===== src/rtl/wb_stage.sv =====
// ----------------------------------------------------------------------------
// wb_stage: MEM/WB pipeline register and writeback select for the 5-stage
// MIPS core. It drives the register-file write port (rd, write_data_in,
// WriteEnable) and merges late multicycle-unit results through a one-entry
// buffer.
//
// Optional feature: define WB_BYPASS_EN to add the same-cycle ID bypass
// ports (byp_rs_*/byp_rt_*). The default build has no bypass logic.
//
// Ports:
//   clock, reset          clock and synchronous active-high reset
//   stall, flush          hold / kill the instruction entering MEM/WB
//   mem_*                 MEM-stage instruction fields captured into the slot
//   late_valid/rd/data    result offered by the multicycle unit
//   late_ready            late buffer is empty and can accept a result
//   rd, write_data_in,    register-file write port; rd/write_data_in hold
//   WriteEnable           their last driven values while WriteEnable=0
// ----------------------------------------------------------------------------
module wb_stage #(
    parameter int DATA_W = 32,
    parameter int REG_AW = 5
) (
    input  logic              clock,
    input  logic              reset,
    input  logic              stall,
    input  logic              flush,
    input  logic              mem_valid,
    input  logic              mem_reg_write,
    input  logic [REG_AW-1:0] mem_rd,
    input  logic [1:0]        mem_wb_sel,
    input  logic [DATA_W-1:0] mem_alu_result,
    input  logic [DATA_W-1:0] mem_load_data,
    input  logic [1:0]        mem_load_size,
    input  logic              mem_load_unsigned,
    input  logic [DATA_W-1:0] mem_pc_plus8,
    input  logic              late_valid,
    input  logic [REG_AW-1:0] late_rd,
    input  logic [DATA_W-1:0] late_data,
    output logic              late_ready,
`ifdef WB_BYPASS_EN
    input  logic [REG_AW-1:0] byp_rs_addr,
    input  logic [REG_AW-1:0] byp_rt_addr,
    input  logic [DATA_W-1:0] byp_rs_in,
    input  logic [DATA_W-1:0] byp_rt_in,
    output logic [DATA_W-1:0] byp_rs_out,
    output logic [DATA_W-1:0] byp_rt_out,
`endif
    output logic [REG_AW-1:0] rd,
    output logic [DATA_W-1:0] write_data_in,
    output logic              WriteEnable
);

    localparam logic [1:0] SEL_LOAD = 2'd1;
    localparam logic [1:0] SEL_LINK = 2'd2;

    // WB slot
    logic              slot_valid_reg;
    logic              slot_reg_write_reg;
    logic [REG_AW-1:0] slot_rd_reg;
    logic [1:0]        slot_wb_sel_reg;
    logic [DATA_W-1:0] slot_alu_reg;
    logic [DATA_W-1:0] slot_load_data_reg;
    logic [1:0]        slot_load_size_reg;
    logic              slot_load_unsigned_reg;
    logic [DATA_W-1:0] slot_pc8_reg;

    // Late-result buffer
    logic              buf_full_reg;
    logic [REG_AW-1:0] buf_rd_reg;
    logic [DATA_W-1:0] buf_data_reg;

    // Last driven write-port values, so the port never floats to X when idle
    logic [REG_AW-1:0] last_rd_reg;
    logic [DATA_W-1:0] last_data_reg;

    logic              slot_wr;
    logic [DATA_W-1:0] slot_data;
    logic [DATA_W-1:0] load_value;
    logic [1:0]        load_off;

    logic              we_next;
    logic [REG_AW-1:0] rd_next;
    logic [DATA_W-1:0] data_next;

    // ------------------------------------------------------------------
    // Slot capture: stall beats flush
    // ------------------------------------------------------------------
    always_ff @(posedge clock) begin
        if (reset) begin
            slot_valid_reg         <= 1'b0;
            slot_reg_write_reg     <= 1'b0;
            slot_rd_reg            <= '0;
            slot_wb_sel_reg        <= '0;
            slot_alu_reg           <= '0;
            slot_load_data_reg     <= '0;
            slot_load_size_reg     <= '0;
            slot_load_unsigned_reg <= 1'b0;
            slot_pc8_reg           <= '0;
        end else if (!stall) begin
            if (flush) begin
                slot_valid_reg <= 1'b0;
            end else begin
                slot_valid_reg         <= mem_valid;
                slot_reg_write_reg     <= mem_reg_write;
                slot_rd_reg            <= mem_rd;
                slot_wb_sel_reg        <= mem_wb_sel;
                slot_alu_reg           <= mem_alu_result;
                slot_load_data_reg     <= mem_load_data;
                slot_load_size_reg     <= mem_load_size;
                slot_load_unsigned_reg <= mem_load_unsigned;
                slot_pc8_reg           <= mem_pc_plus8;
            end
        end
    end

    // ------------------------------------------------------------------
    // Load alignment (little-endian lanes)
    // ------------------------------------------------------------------
    logic [7:0]  byte_lane [4];
    logic [15:0] half_lane [2];

    for (genvar gi = 0; gi < 4; gi++) begin : g_byte_lane
        assign byte_lane[gi] = slot_load_data_reg[8*gi +: 8];
    end
    for (genvar gi = 0; gi < 2; gi++) begin : g_half_lane
        assign half_lane[gi] = slot_load_data_reg[16*gi +: 16];
    end

    assign load_off = slot_alu_reg[1:0];

    always_comb begin
        logic [7:0]  b;
        logic [15:0] h;
        b          = byte_lane[load_off];
        h          = half_lane[load_off[1]];
        load_value = slot_load_data_reg;
        case (slot_load_size_reg)
            2'd0:    load_value = {{(DATA_W-8){b[7] & ~slot_load_unsigned_reg}}, b};
            2'd1:    load_value = {{(DATA_W-16){h[15] & ~slot_load_unsigned_reg}}, h};
            default: load_value = slot_load_data_reg;
        endcase
    end

    // Reserved select 3 falls through to the ALU result
    always_comb begin
        case (slot_wb_sel_reg)
            SEL_LOAD: slot_data = load_value;
            SEL_LINK: slot_data = slot_pc8_reg;
            default:  slot_data = slot_alu_reg;
        endcase
    end

    assign slot_wr = slot_valid_reg & slot_reg_write_reg & (slot_rd_reg != '0);

    // ------------------------------------------------------------------
    // Write-port arbitration: pipeline slot first, then the late buffer
    // ------------------------------------------------------------------
    always_comb begin
        we_next   = 1'b0;
        rd_next   = last_rd_reg;
        data_next = last_data_reg;
        if (slot_wr) begin
            we_next   = 1'b1;
            rd_next   = slot_rd_reg;
            data_next = slot_data;
        end else if (buf_full_reg) begin
            we_next   = 1'b1;
            rd_next   = buf_rd_reg;
            data_next = buf_data_reg;
        end
    end

    assign WriteEnable   = we_next;
    assign rd            = rd_next;
    assign write_data_in = data_next;
    assign late_ready    = ~buf_full_reg;

    always_ff @(posedge clock) begin
        if (reset) begin
            last_rd_reg   <= '0;
            last_data_reg <= '0;
        end else if (we_next) begin
            last_rd_reg   <= rd_next;
            last_data_reg <= data_next;
        end
    end

    // ------------------------------------------------------------------
    // Late buffer. Since ready = empty, a fill and a drain can never
    // happen at the same edge. A slot write to the same rd retires the
    // buffered (older) value so it cannot overwrite the younger one.
    // ------------------------------------------------------------------
    always_ff @(posedge clock) begin
        if (reset) begin
            buf_full_reg <= 1'b0;
            buf_rd_reg   <= '0;
            buf_data_reg <= '0;
        end else if (buf_full_reg) begin
            if (!slot_wr || (slot_rd_reg == buf_rd_reg)) begin
                buf_full_reg <= 1'b0;
            end
        end else if (late_valid && (late_rd != '0)) begin
            buf_full_reg <= 1'b1;
            buf_rd_reg   <= late_rd;
            buf_data_reg <= late_data;
        end
    end

`ifdef WB_BYPASS_EN
    // Forward the value being written this cycle to ID readers
    assign byp_rs_out = (we_next && (rd_next != '0) && (byp_rs_addr == rd_next))
                        ? data_next : byp_rs_in;
    assign byp_rt_out = (we_next && (rd_next != '0) && (byp_rt_addr == rd_next))
                        ? data_next : byp_rt_in;
`endif

endmodule


===== config.mk =====
export PLATFORM = sky130hd
export DESIGN_NAME = wb_stage
export DESIGN_NICKNAME = d
export VERILOG_FILES = /design/src/rtl/wb_stage.sv
export SDC_FILE = /design/constraint.sdc
export NUM_CORES = 1
export LEC_CHECK = 0
export CAP_MARGIN = 20
export CELL_PAD_IN_SITES_DETAIL_PLACEMENT = 0
export CELL_PAD_IN_SITES_GLOBAL_PLACEMENT = 1
export CORE_ASPECT_RATIO = 1.2
export CORE_MARGIN = 4
export CORE_UTILIZATION = 33
export DETAILED_ROUTE_END_ITERATION = 12
export PLACE_DENSITY = 0.74
export SKIP_LAST_GASP = 1
export SLEW_MARGIN = 20
export SYNTH_ARGS = -nofsm -noshare
export SYNTH_HDL_FRONTEND = slang
export SYNTH_SLANG_ARGS = --single-unit
export TNS_END_PERCENT = 5

===== constraint.sdc =====
create_clock -name clock -period 1.9 [get_ports clock]
set_input_delay 0.38 -clock clock [delete_from_list [all_inputs] [get_ports clock]]
set_output_delay 0.38 -clock clock [all_outputs]
set_load 0.03 [all_outputs]

# ---- Yosys cells after proc, flatten, opt, wreduce, memory -nomap -nowiden
# Index checks and enable logic that the tools add are counted.
dict set report totals {
  ff_bits 183
  in_bits 150
  out_inout_bits 39
  word_cells 56
}
dict set report classes {
  n_lt_le_gt_ge 2
  n_eq_ne 4
  mux 18
  n_bitwise 10
  n_reduce_logical 8
}
# operator n
set ops {}
lappend ops {{$pmux 32 s2} 2}
lappend ops {{$mux 32} 2}
lappend ops {{$mux 16} 3}
lappend ops {{$bmux 8 s2} 1}
lappend ops {{$mux 8} 2}
lappend ops {{$mux 5} 2}
lappend ops {{$reduce_bool 5->1} 2}
lappend ops {{$mux 1} 6}
lappend ops {{$eq 5x5->1} 1}
lappend ops {{$and 1x1->1} 4}
lappend ops {{$eq 2x1->1 const B} 2}
lappend ops {{$not 1->1} 4}
lappend ops {{$reduce_and 2->1} 2}
lappend ops {{$ge 3x3->1 const B} 1}
lappend ops {{$not 2->3} 1}
lappend ops {{$eq 2x2->1 const B} 1}
lappend ops {{$ge 2x2->1 const B} 1}
lappend ops {{$logic_not 2->1} 1}
lappend ops {{$not 1->2} 1}
lappend ops {{$logic_and 1x1->1} 1}
lappend ops {{$logic_not 1->1} 1}
lappend ops {{$logic_or 1x1->1} 1}

# ---- Longest topological paths before layout
# Gate-level depths: netlist (run 1).
dict set report logic_depth {
  word_depth 8
  ltp_mapped 9
  mapped_depth_nobuf 7
}

# ---- Worst setup path before layout (run 1)
# No wires, ideal clock.
dict set report synth_timing {
  path_kind {reg-to-output}
  start {reg slot_rd_reg[4]}
  end {out rd[0]}
  arrival_time_ns 2.015
  required_ns 1.520
  setup_slack_ns -0.495
  stages_incl_launch_ff 6
  path_buffers 2
  path_cell_list {dfxtp_1 > or3_1 > o31a_1 > buf_2 > clkbuf_1 > o21ai_0}
}
dict set report synth_between {
  elab_chain_len 3
}
# item line
set synth_rtl {}
lappend synth_rtl {{start: declaration} 59} ;# logic [REG_AW-1:0] slot_rd_reg;
lappend synth_rtl {{start signal: assignment} 105} ;# slot_rd_reg <= mem_rd;
lappend synth_rtl {{$reduce_bool 5->1} 153} ;# assign slot_wr = slot_valid_reg & slot_reg_write_reg & (slot_rd_reg != '0);
lappend synth_rtl {{$and 1x1->1} 153}
lappend synth_rtl {{$mux 5} 162} ;# if (slot_wr) begin
lappend synth_rtl {{end: declaration} 48} ;# output logic [REG_AW-1:0] rd,
# No other way between the ends.

# ---- Final worst setup path (run 1)
dict set report layout_timing {
  start {reg slot_wb_sel_reg[1]}
  end {out write_data_in[16]}
}
dict set report layout_between {
  elab_chain_len 3
  word_cells_on_any_way 4
  classes_between {2 x eq/ne; 2 x mux}
}
# item line
set layout_rtl {}
lappend layout_rtl {{start: declaration} 60} ;# logic [1:0] slot_wb_sel_reg;
lappend layout_rtl {{start signal: assignment} 106} ;# slot_wb_sel_reg <= mem_wb_sel;
lappend layout_rtl {{$eq 2x2->1 or $eq 2x1->1 (tied branches)} 146} ;# case (slot_wb_sel_reg)
lappend layout_rtl {{$pmux 32 s2 (*)} 146}
lappend layout_rtl {{$mux 32 (*)} 162}
lappend layout_rtl {{end: declaration} 49} ;# output logic [DATA_W-1:0] write_data_in,
# Every way passes the cells marked *; elsewhere a longest branch is shown, timed or not.

==> flow_summary.yaml, run 1 <==
timing:
  period_share: 1.40
  drv_slew: 0
  slew_headroom: 0.656
  timing.final.crit_period_ps: 2660
  hold_viol: 0
  tightest_slew_ps: 515
  holdWs_ps: 326
  rsz0062_at_grt: "yes"
  max_freq_mhz: 375
  fin_ws_ps: -765
  skew_ps: 9.77
  tns_ps: -32470
  finalSetupViolCount: 71
synthesis:
  synth_area_leaders: "dfxtp_1 (43%), nand2_1 (16%), a21oi_1 (9.0%)"
  syn_nets: 1254
  yosysTopAreaCell: "dfxtp_1"
  ys_ff_latch: 183
  async_flop_share: 0
  ys_seq_area_frac: 0.430
  netlist_instances: 1102
  ys.flop_type: "dfxtp_1"
  synthDistinctLibCells: 49
  synth-edff-count: 0
  syn_avg_cell_area_um2: 7.74
  synth_area_um2: 8530
  yosys.area.top_type_share: 0.430
  synthTopCellsByCount: "nand2_1 (360), dfxtp_1 (183), a21oi_1 (154)"
  yosys_warnings: 0
  yosysMostFrequentCell: "nand2_1"
layout:
  final_util: 0.487
  final_cell_area_um2: 12400
  post_route_cells_drive_above_1_share: 0.233
  syn_to_final_growth_pct: 45.5
  antenna_cells: 0
  final_nets: 1503
clock_network:
  clkLatencyLatePin_ps: 430
  htreeDepth: 4
  cts.sinks: 183
  cts-root-buf: "clkbuf_16"
  cts_tree: "yes"
  cts_max_path_buffers: 2
  hold_buffers: 0
  cts_buffers: 17
  clk_pin_slew_ps: 70
floorplan:
  io_pins: 189
  start_util: 0.335
  std_cell_rows: 64
  die-area_um2: 28500
  coreArea_um2: 25500
  die_h_um: 184
  die_w_um: 155
placement:
  port_buffers: 188
  place_area_um2: 11600
  gp_congestion: 0.877
  post-dp-hpwl_mm: 22.9
routing:
  viasPerCell: 5.04
  ant_nets: 0
  firstDrtPassIters: 5
  dr_total_vias: 8525
  wire_per_inst_um: 17.9
  drt_iter0_drc: 582
  drc: 0
  wl_mm: 30.2
critical_path:
  startpoint_type: "flop"
  path_class: "reg2out"
  reg2regPathDepth: 12
  arrival_ps: 2280
  end_kind: "output pin"
  timing.rr.end: "last_data_reg[30]"
  cp.required_ps: 1520
  r2r_slack_ps: -670
  r2r_start: "slot_rd_reg[0]"
  worst-path-max-fanout: 16
outcome:
  violations: "negative setup slack"
  status: "finished with violations"
grt:
  grt_pass1_vias: 8203
  grt_max_degree: 77
  grt_pass1_wl_mm: 46.4
  grt-ovfl-total: 0
  antenna_found_initial: 0
  grt_usage: 0.209
flow_run:
  max-cap-violations: 0
hold_path:
  hp-start: "reset"
  holdPathStages: 2
  hp-class: "in2reg"
  hold_path_end: "buf_data_reg[10]"
power_and_ir_drop:
  p_leak_nw: 4.78
  powerDensity_nw_per_um2: 716
  total_power_mw: 8.89
  irDropWorstVdd_uv: 474
==> power breakdown <==
group          internal [mW]  switching [mW]
combinational          0.739           0.726
clock                   1.72            1.58
sequential              3.99           0.122
==> critical path: stages (launching register included) <==
cell and delay [ps]:
dfxtp_1 310, buf_4 130, ha_2 380, inv_1 110, buf_4 220, o22ai_1 260, o21bai_2 190, nand2_2 80
buf_4 170
==> area by class of cell <==
type | instances | area (um2)
fillers | 2607 | 13100
multi-input cells | 821 | 4700
clock buffers | 20 | 447
repair buffers | 321 | 3060
flip-flops and latches | 183 | 3670
well taps | 330 | 413
clock inverters | 11 | 91.3
inverters | 7 | 26.3
==> worst max path at each step <==
stage / cells after the start / slack (ps) / start / endpoint
2_1_floorplan: 8 / -180 / slot_rd_reg[1] / write_data_in[31]
3_3_place_gp: 6 / -750 / slot_alu_reg[1] / write_data_in[30]
3_5_place_dp: 6 / -780 / slot_alu_reg[1] / write_data_in[26]
4_1_cts: 6 / -760 / slot_rd_reg[0] / write_data_in[22]
5_1_grt: 8 / -840 / slot_alu_reg[1] / write_data_in[7]
6_report: 8 / -760 / slot_wb_sel_reg[1] / write_data_in[16]
==> layout by cell type, fill, tap and decap left out, drive strengths merged, types with 20 or more instances in the layout <==
master / synthesis / routed
mux2: 23 / 23
a21oi: 155 / 155
o211ai: 26 / 26
o21ai: 41 / 41
dfxtp: 183 / 183
buf: 23 / 171
clkdlybuf4s50: 0 / 149
a211oi: 23 / 23
nor2: 44 / 44
mux2i: 24 / 24
nand2: 360 / 360
clkbuf: 68 / 20
==> repair_timing <==
item	in CTS	in global routing
setup buffers	8	1
pin swaps	9	4
cloned	1	0
setup endpoints to repair	71	71
resized for setup	20	19
==> cell families after synthesis <==
logic type	count (synthesis)	share of synthesized area
flops	183	0.430
fa+ha+maj	2	0.00293
buf+inv	98	0.0496
simple gates	442	0.206
compound gates	324	0.246
mux	48	0.0612
xor+xnor	5	0.00514
==> layer usage <==
metal  up-vias  part of all wire  track usage
met1      3963              0.47        0.297
met3        36             0.056       0.0378
met5         -                 0            0
li1       4272                 -            -
met2       254              0.45        0.324
met4         0             0.020       0.0622
==> stage by stage <==
stage,worst slack (ps),cells
5_1_grt,-842,1693
2_1_floorplan,-182,1102
4_1_cts,-761,1692
6_report,-765,1693
3_5_place_dp,-782,1652
3_3_place_gp,-754,1652
Power figures use the tool's default switching activity.
==> inputs of run 2 (changes only) <==
--- a/config.mk
+++ b/config.mk
@@ -11,8 +11,10 @@
 export CORE_ASPECT_RATIO = 1.2
 export CORE_MARGIN = 4
 export CORE_UTILIZATION = 33
+export CTS_CLUSTER_DIAMETER = 40
 export DETAILED_ROUTE_END_ITERATION = 12
 export PLACE_DENSITY = 0.74
+export SKIP_CTS_REPAIR_TIMING = 1
 export SKIP_LAST_GASP = 1
 export SLEW_MARGIN = 20
 export SYNTH_ARGS = -nofsm -noshare
==> run 2 against run 1 <==
- the flow still finishes with violations (negative setup slack)
- via count decreased by 0.76%
- cell count decreased by 0.41%
- non-clock buffer count decreased by 7
- critical path type unchanged
- die area unchanged
- critical path depth decreased by 1
- highest routed layer unchanged
- power increased by 0.27%
==> flow_summary.yaml, run 2 (synthesis results as in run 1) <==
critical_path:
  worst-path-max-fanout: 26
  cp_num_buf_inv: 2
  cp_top_family: "compound AO/OA/AOI/OAI gates"
  cp.required_ps: 1520
  path_class: "reg2out"
  cp_slowest_stage_delay_ps: 400
  startpoint_type: "flop"
  r2r_start: "slot_rd_reg[0]"
  arrival_ps: 2280
  worst_path_max_delay_cell: "or3_4"
  startpoint: "slot_rd_reg[0]"
  end_kind: "output pin"
  critical_path.endpoint: "write_data_in[26]"
  r2r_slack_ps: -250
  timing.rr.end: "last_data_reg[7]"
  crit_chain: "or3_4 > o31a_4 > buf_12 > o211ai_1 > o21ai_1 > nand2_2 > buf_4"
  reg2regPathDepth: 8
  cp.depth: 7
layout:
  final_common_cell: "nand2_1"
  final_cell_mix: "nand2_1 (338), dfxtp_1 (180), a21oi_1 (154)"
  syn_to_final_growth_pct: 45.2
  final_nets: 1496
  fill_cells: 2604
  post_route_cells_drive_above_1_share: 0.228
  final_cell_area_um2: 12400
  antenna_cells: 0
  finalNonFillerCells: 1686
timing:
  period_share: 1.40
  slew_headroom: 0.641
  timing.final.crit_period_ps: 2660
  hold_viol: 0
  tightest_slew_ps: 539
  fin_ws_ps: -763
  skew_ps: 9.99
  drv_slew: 0
  finalSetupViolCount: 71
  max_freq_mhz: 376
  rsz0062_at_grt: "yes"
  holdWs_ps: 323
routing:
  wire_per_inst_um: 18.0
  wl_mm: 30.3
  drt_iter0_drc: 642
  dr_total_vias: 8460
  firstDrtPassIters: 5
  ant_nets: 0
  viasPerCell: 5.02
  drc: 0
floorplan:
  coreArea_um2: 25500
  die_w_um: 155
  die-area_um2: 28500
  std_cell_rows: 64
  die_h_um: 184
  start_util: 0.335
  io_pins: 189
grt:
  grt_usage: 0.207
  grt_pass1_vias: 8138
  grt_max_degree: 77
  grt-ovfl-total: 0
  antenna_found_initial: 0
  grt_pass1_wl_mm: 46.1
clock_network:
  cts_max_path_buffers: 2
  cts-root-buf: "clkbuf_16"
  htreeDepth: 4
  clkLatencyLatePin_ps: 430
  clk_pin_slew_ps: 70
  cts.sinks: 183
  cts_buffers: 17
  cts_tree: "yes"
hold_path:
  hp-class: "in2reg"
  hp-start: "reset"
flow_run:
  max-cap-violations: 0
outcome:
  status: "finished with violations"
  violations: "negative setup slack"
power_and_ir_drop:
  p_leak_nw: 4.77
  powerDensity_nw_per_um2: 720
  irDropWorstVdd_uv: 475
  total_power_mw: 8.91
placement:
  post-dp-hpwl_mm: 22.9
  gp_congestion: 0.877
  pre_cts_slack_ps: -782
  placed_cells: 1652
  port_buffers: 188
  place_area_um2: 11600
## run 2: cell types whose count changed in the layout (fill, tap and decap cells not counted), sizes merged
cell / delta
clkbuf: +1
bufbuf: -1
buf: -7
## run 2: power by group
| group | total [mW] | internal (mW) | switching (mW) |
|---|---|---|---|
| Clock | 3.33 | 1.72 | 1.60 |
| Sequential | 4.12 | 3.99 | 0.122 |
| Combinational | 1.47 | 0.743 | 0.727 |
| Total | 8.91 | 6.46 | 2.45 |
## run 2: metrics by stage
| step | setup TNS [ps] | util |
|---|---|---|
| 3_5_place_dp | -38260 | 0.456 |
| 2_1_floorplan | -5060 | - |
| 6_report | -32410 | 0.486 |
| 3_3_place_gp | -36750 | 0.456 |
| 4_1_cts | -48990 | 0.477 |
| 5_1_grt | -37300 | 0.486 |
## run 2: worst min-delay path by stage
stage,slack (ps),to,cells after the start
floorplan,430,slot_reg_write_reg,2
finish,320,buf_data_reg[10],2
global placement,440,buf_data_reg[31],2
CTS,310,buf_data_reg[3],2
global route,320,buf_data_reg[7],2
detailed placement,440,slot_reg_write_reg,2
## run 2: final cells by class
type                       instances  area, um2  share of cell area
sequential                       183       3670               0.296
inverter                           7       26.3             0.00212
timing repair buffer             314       3000               0.243
clock inverter                    11       91.3             0.00738
tap                              330        413              0.0334
multi-input combinational        821       4730               0.382
clock buffer                      20        447              0.0361
## run 2: layer usage
metal | wire length (um) | part of all wire | up-vias | global-route usage
met1 | 14400 | 0.48 | 3943 | 0.296
met2 | 13800 | 0.45 | 229 | 0.319
met5 | 0 | 0 | - | 0
met4 | 580 | 0.019 | 0 | 0.0622
met3 | 1520 | 0.050 | 31 | 0.0392
li1 | - | - | 4257 | -
